### config.mk
export PLATFORM = sky130hd
export DESIGN_NAME = mem_arbiter
export DESIGN_NICKNAME = d
export VERILOG_FILES = /design/src/rtl/mem_pkg.sv /design/src/rtl/boot_loader.sv /design/src/rtl/mem_arbiter.sv
export SDC_FILE = /design/constraint.sdc
export NUM_CORES = 1
export LEC_CHECK = 0
export ABC_AREA = 1
export BUFFER_PORTS_ARGS = -buffer_cell sky130_fd_sc_hd__buf_2
export CORE_UTILIZATION = 49
export CTS_BUF_LIST = sky130_fd_sc_hd__clkbuf_8
export DETAILED_ROUTE_END_ITERATION = 8
export GPL_TIMING_DRIVEN = 0
export PLACE_DENSITY = 0.83
export SYNTH_ARGS = -nofsm -noshare
export SYNTH_HDL_FRONTEND = slang
export SYNTH_SLANG_ARGS = --single-unit
### constraint.sdc
create_clock -name clk -period 1.9 [get_ports clk]
set_clock_uncertainty 0.1 [all_clocks]
set_input_delay 0.285 -clock clk [delete_from_list [all_inputs] [get_ports clk]]
set_output_delay 0.285 -clock clk [all_outputs]
set_load 0.03 [all_outputs]
### src/rtl/mem_pkg.sv
// Shared encodings for the RAM sequencer/arbiter: phase states, port selects
// and the word-address mask helper.
package mem_pkg;

    typedef enum logic {
        ST_BOOT = 1'b0,
        ST_RUN  = 1'b1
    } state_t;

    // Identifies which port held the most recent grant.
    localparam logic SEL_IF = 1'b0;
    localparam logic SEL_D  = 1'b1;

    // Keep only the low logd bits of a word address; upper bits read as zero.
    function automatic logic [31:0] mask_addr(input logic [31:0] a, input int logd);
        logic [31:0] m;
        m = (logd >= 32) ? '1 : ((32'd1 << logd) - 32'd1);
        return a & m;
    endfunction

endpackage

### src/rtl/boot_loader.sv
// Boot-phase byte assembler: packs four UART bytes little-endian into a word
// and issues one registered RAM write per word at consecutive addresses.
module boot_loader
    import mem_pkg::*;
#(
    parameter int LOGD       = 10,
    parameter int BOOT_WORDS = 256
) (
    input  logic        clk,
    input  logic        rst_n,
    input  logic        en,
    input  logic        rx_valid,
    input  logic [7:0]  rx_data,
    output logic        wr_valid,
    output logic [31:0] wr_addr,
    output logic [31:0] wr_data,
    output logic        done
);

    localparam logic [LOGD-1:0] LAST_WORD = LOGD'(BOOT_WORDS - 1);

    logic [1:0]      byte_cnt;
    logic [LOGD-1:0] word_cnt;
    logic [23:0]     held;

    // Byte 0 ends up in held[7:0] after three shifts, so the 4th byte lands on top.
    always_ff @(posedge clk or negedge rst_n) begin
        if (!rst_n) begin
            byte_cnt <= '0;
            word_cnt <= '0;
            held     <= '0;
            wr_valid <= 1'b0;
            wr_addr  <= '0;
            wr_data  <= '0;
            done     <= 1'b0;
        end else begin
            wr_valid <= 1'b0;
            done     <= 1'b0;
            if (en && rx_valid) begin
                byte_cnt <= byte_cnt + 2'd1;
                if (byte_cnt == 2'd3) begin
                    wr_valid <= 1'b1;
                    wr_data  <= {rx_data, held};
                    wr_addr  <= {{(32-LOGD){1'b0}}, word_cnt};
                    word_cnt <= word_cnt + 1'b1;
                    done     <= (word_cnt == LAST_WORD);
                end else begin
                    held <= {rx_data, held[23:8]};
                end
            end
        end
    end

endmodule

### src/rtl/mem_arbiter.sv
// RAM sequencer: downloads the boot image over UART while the CPU is held in
// reset, then round-robins the single RAM port between fetch and data ports.
module mem_arbiter
    import mem_pkg::*;
#(
    parameter int LOGD       = 10,
    parameter int BOOT_WORDS = 256
) (
    input  logic        clk,
    input  logic        i_reset_n,
    input  logic        rx_valid,
    input  logic [7:0]  rx_data,
    output logic        cpu_reset,
    output logic        boot_done,
    input  logic        if_req,
    input  logic [31:0] if_addr,
    output logic        if_gnt,
    output logic        if_rvalid,
    output logic [31:0] if_rdata,
    input  logic        d_req,
    input  logic        d_we,
    input  logic [31:0] d_addr,
    input  logic [31:0] d_wdata,
    output logic        d_gnt,
    output logic        d_rvalid,
    output logic [31:0] d_rdata,
    output logic [31:0] mem_rd_addr,
    input  logic [31:0] mem_rd_data,
    output logic [31:0] mem_wr_addr,
    output logic [31:0] mem_wr_data,
    output logic        mem_wr_valid
);

    state_t      state;
    logic        run;
    logic        rr_last;
    logic        bl_wr_valid;
    logic [31:0] bl_wr_addr;
    logic [31:0] bl_wr_data;
    logic        bl_done;

    assign run       = (state == ST_RUN);
    assign cpu_reset = !run;
    assign boot_done = run;

    boot_loader #(.LOGD(LOGD), .BOOT_WORDS(BOOT_WORDS)) u_boot (
        .clk      (clk),
        .rst_n    (i_reset_n),
        .en       (!run),
        .rx_valid (rx_valid),
        .rx_data  (rx_data),
        .wr_valid (bl_wr_valid),
        .wr_addr  (bl_wr_addr),
        .wr_data  (bl_wr_data),
        .done     (bl_done)
    );

    // Phase register: leaves BOOT the cycle after the last boot write is issued.
    always_ff @(posedge clk or negedge i_reset_n) begin
        if (!i_reset_n)              state <= ST_BOOT;
        else if (!run && bl_done)    state <= ST_RUN;
    end

    // Round-robin grant and RAM port mux; data side is the idle default.
    always_comb begin
        if_gnt       = run && if_req && !(d_req && rr_last == SEL_IF);
        d_gnt        = run && d_req && !if_gnt;
        mem_rd_addr  = if_gnt ? mask_addr(if_addr, LOGD) : mask_addr(d_addr, LOGD);
        mem_wr_valid = bl_wr_valid;
        mem_wr_addr  = bl_wr_addr;
        mem_wr_data  = bl_wr_data;
        if (run) begin
            mem_wr_valid = d_gnt && d_we;
            mem_wr_addr  = mask_addr(d_addr, LOGD);
            mem_wr_data  = d_wdata;
        end
    end

    // Remember the last winner; reset to fetch so data takes the first tie.
    always_ff @(posedge clk or negedge i_reset_n) begin
        if (!i_reset_n)  rr_last <= SEL_IF;
        else if (if_gnt) rr_last <= SEL_IF;
        else if (d_gnt)  rr_last <= SEL_D;
    end

    // Registered read return; rdata holds until that port's next read.
    always_ff @(posedge clk or negedge i_reset_n) begin
        if (!i_reset_n) begin
            if_rvalid <= 1'b0;
            if_rdata  <= '0;
            d_rvalid  <= 1'b0;
            d_rdata   <= '0;
        end else begin
            if_rvalid <= if_gnt;
            d_rvalid  <= d_gnt && !d_we;
            if (if_gnt)          if_rdata <= mem_rd_data;
            if (d_gnt && !d_we)  d_rdata  <= mem_rd_data;
        end
    end

endmodule

==> summary.txt <==
status: finished with violations
failing checks: negative hold slack, negative setup slack
Final WS setup: -0.256 ns
Setup crit end kind: primary output
Critical Path AT: 1.77 ns
DR WL/cell: 17.7 um
# DRC: 0
final hold violation count: 1
RR Startpoint: boot_done
pre-CTS WS: -0.132 ns
Synth Instances: 789
clock root cell: clkbuf_8
Final Setup Violations: 109
CP Class: register to primary output
CTS tree: done
R2R depth: 11
nets: 1284
CTS Buf Count: 17
CP Launch Type: register
pin count of the biggest net entering global routing: 90
sequential cell area fraction in the yosys report: 0.549
clk_lat worst skew: 0.46 ns
vias in the first global route: 6244
Max Root-Sink Buffers: 2
GRT Residual Overflow: 0
I/O pin total: 309
P_sw: 4.86 mW
Least-Margin Pin Slew: 0.558 ns
synth unique cells: 25
sw frac: 0.394
# fillers: 709
H-tree Lvls: 4
Avg Inst Size Synth: 8.55 um^2
Die Y: 119 um
FF-to-FF End: u_boot.word_cnt[3]
Pint: 7.48 mW
VDD IR max: 947 uV
uppermost layer routed: met5
Hold EP: if_rdata[20]
crit path time final: 2.16 ns
RePlAce Congestion: 0.853
Antenna Cells: 0
met2 wire length: 12500 um
R2R setup slack: -0.16 ns
routed vias: 6763
area grow syn2layout: 57.6%
Detailed Route WL: 23500 um
Post-Layout Inst Area: 10600 um^2
HP Start: mem_rd_data[20]
DP HPWL: 12800 um
Via density: 5.09
initial core utilization: 0.505
Pwr Density: 1160 nW/um^2
CP max FO: 11
period utilisation layout: 1.13
clk sinks: 148
Post-DRT Antenna Nets: 0
Total GRT Usage: 0.276
Slew Limit Fails: 0
hold_ws: -0.000508 ns
max-cap viol count: 0
Static Leak: 5.86 nW
Detailed Route Iter0 Violations: 574
RSZ-0062 raised after global routing: true
dpl cell area: 8260 um^2
met3 wire len: 1450 um
worst hold path stage count: 3
Reg clk slew, reported paths: 0.07 ns
initial antenna violation count: 1
Detailed Routing Iterations Pass 1: 5
first-pass GRT wire length: 30400 um
Hold WC Path Type: input pin to register
die area: 14200 um^2
number of synthesized register bits: 148
met1 WL: 8380 um
total power: 12.3 mW
core area: 13300 um^2
Rel. slew slack: 0.628
clock power share: 0.203
sequential power share: 0.373
Die X: 119 um
Logic pwr share: 0.424
PortBufs: 220
mapped cell area: 6740 um^2
layout cells sized above 1: 0.467
yosys warns: 0
Rows: 42
worst path required time: 1.51 ns
Fmax: 464 MHz
-- how the worst max path moves through the flow --
| stage | depth (start not counted) | slack [ns] | startpoint | end |
|---|---|---|---|---|
| floorplan | 9 | 0.03 | boot_done | mem_rd_addr[0] |
| global placement | 1 | -1.86 | i_reset_n | boot_done |
| detailed placement | 10 | -0.13 | boot_done | mem_rd_addr[7] |
| CTS | 9 | -0.25 | boot_done | mem_rd_addr[1] |
| global route | 9 | -0.33 | boot_done | mem_rd_addr[1] |
| finish | 9 | -0.26 | boot_done | mem_rd_addr[1] |
-- through the flow --
step / instances / utilization / setup TNS, ns
5_1_grt: 1329 / 0.796 / -20.27
4_1_cts: 1311 / 0.731 / -9.77
3_3_place_gp: 1228 / 0.617 / -236.06
3_5_place_dp: 1229 / 0.619 / -2.09
2_1_floorplan: 832 / - / 0
6_report: 1329 / 0.796 / -14.93
-- layout make-up --
type | instances | area, um^2 | area share
repair buffers | 293 | 2370 | 0.223
well taps | 176 | 220 | 0.0207
multi-input cells | 524 | 2830 | 0.266
clock inverters | 10 | 105 | 0.00989
inverters | 76 | 295 | 0.0278
plain buffers | 80 | 798 | 0.0751
flip-flops and latches | 148 | 3700 | 0.349
clock buffers | 22 | 303 | 0.0285
-- cells in the mapped netlist, drive strengths merged --
master	n	area, um^2
conb	1	3.75
buf	73	601
nand3	6	42.5
o21ai	120	646
ha	2	25.0
nand4	3	18.8
nor2	5	36.3
xor2	5	43.8
inv	76	285
mux2	1	11.3
xnor2	2	17.5
clkbuf	11	41.3
nand2	334	1260
dfrtp	148	3700
or2	2	12.5
-- layout by cell type (no fill, tap or decap), types with 36 or more instances in the layout --
cell type  netlist  layout
buf_4           49      66
o21ai_1         83      70
buf_6           18      76
dfrtp_1        148     147
nand2_2          1      86
o21ai_2         12      36
buf_2            6     164
inv_1           71      74
conb_1           1      44
nand2_1        333     217
-- power by group through the flow --
stage / Sequential [mW] / Clock, mW / Combinational, mW
floorplan: 4.31 / 0 / 2.43
global placement: 4.33 / 0 / 3.34
detailed placement: 4.37 / 0 / 3.43
CTS: 4.36 / 2.49 / 4.06
global route: 4.64 / 2.64 / 5.51
finish: 4.60 / 2.50 / 5.23
-- routing by layer --
layer  track usage  vias up
li1              -     3035
met1         0.306     3264
met3        0.0666       91
met4         0.107        2
met2         0.508      371
met5             0        -
-- state kept, by name (all words and copies together), names as in the netlist --
| name | count |
|---|---|
| u_boot.done | 1 |
| u_boot.wr_valid | 1 |
| d_rdata | 32 |
| d_rvalid | 1 |
| boot_done | 1 |
| if_rvalid | 1 |
| if_rdata | 32 |
| u_boot.word_cnt | 10 |
| u_boot.byte_cnt | 2 |
| u_boot.wr_addr | 10 |
| rr_last | 1 |
| u_boot.wr_data | 32 |
| u_boot.held | 24 |
-- worst max-delay path: stages, from the launching register on --
cell	delay, ns
dfrtp_2	0.38
buf_6	0.13
inv_8	0.04
buf_12	0.14
nor2_4	0.15
inv_2	0.07
buf_12	0.15
nand2_2	0.06
nand2_2	0.06
buf_6	0.14
-- kinds of logic after synthesis --
logic type / synth area share
other: 0.000556
adders and majority gates: 0.00371
xor gates and xnor gates: 0.00909
AOI/OAI and AO/OA: 0.0957
DFF: 0.549
muxes: 0.00167
buffers and inverters: 0.137
and+or+nand+nor: 0.203
-- repair_timing --
item | CTS | global route
resized for setup | 192 | 192
hold buffers | 32 | 0
setup buffers | 17 | 17
cloned | 2 | 12
endpoints found under the setup margin | 55 | 145
hold endpoints to repair | 110 | 0
pin swaps | 9 | 19
(Power assumes the default switching activity.)
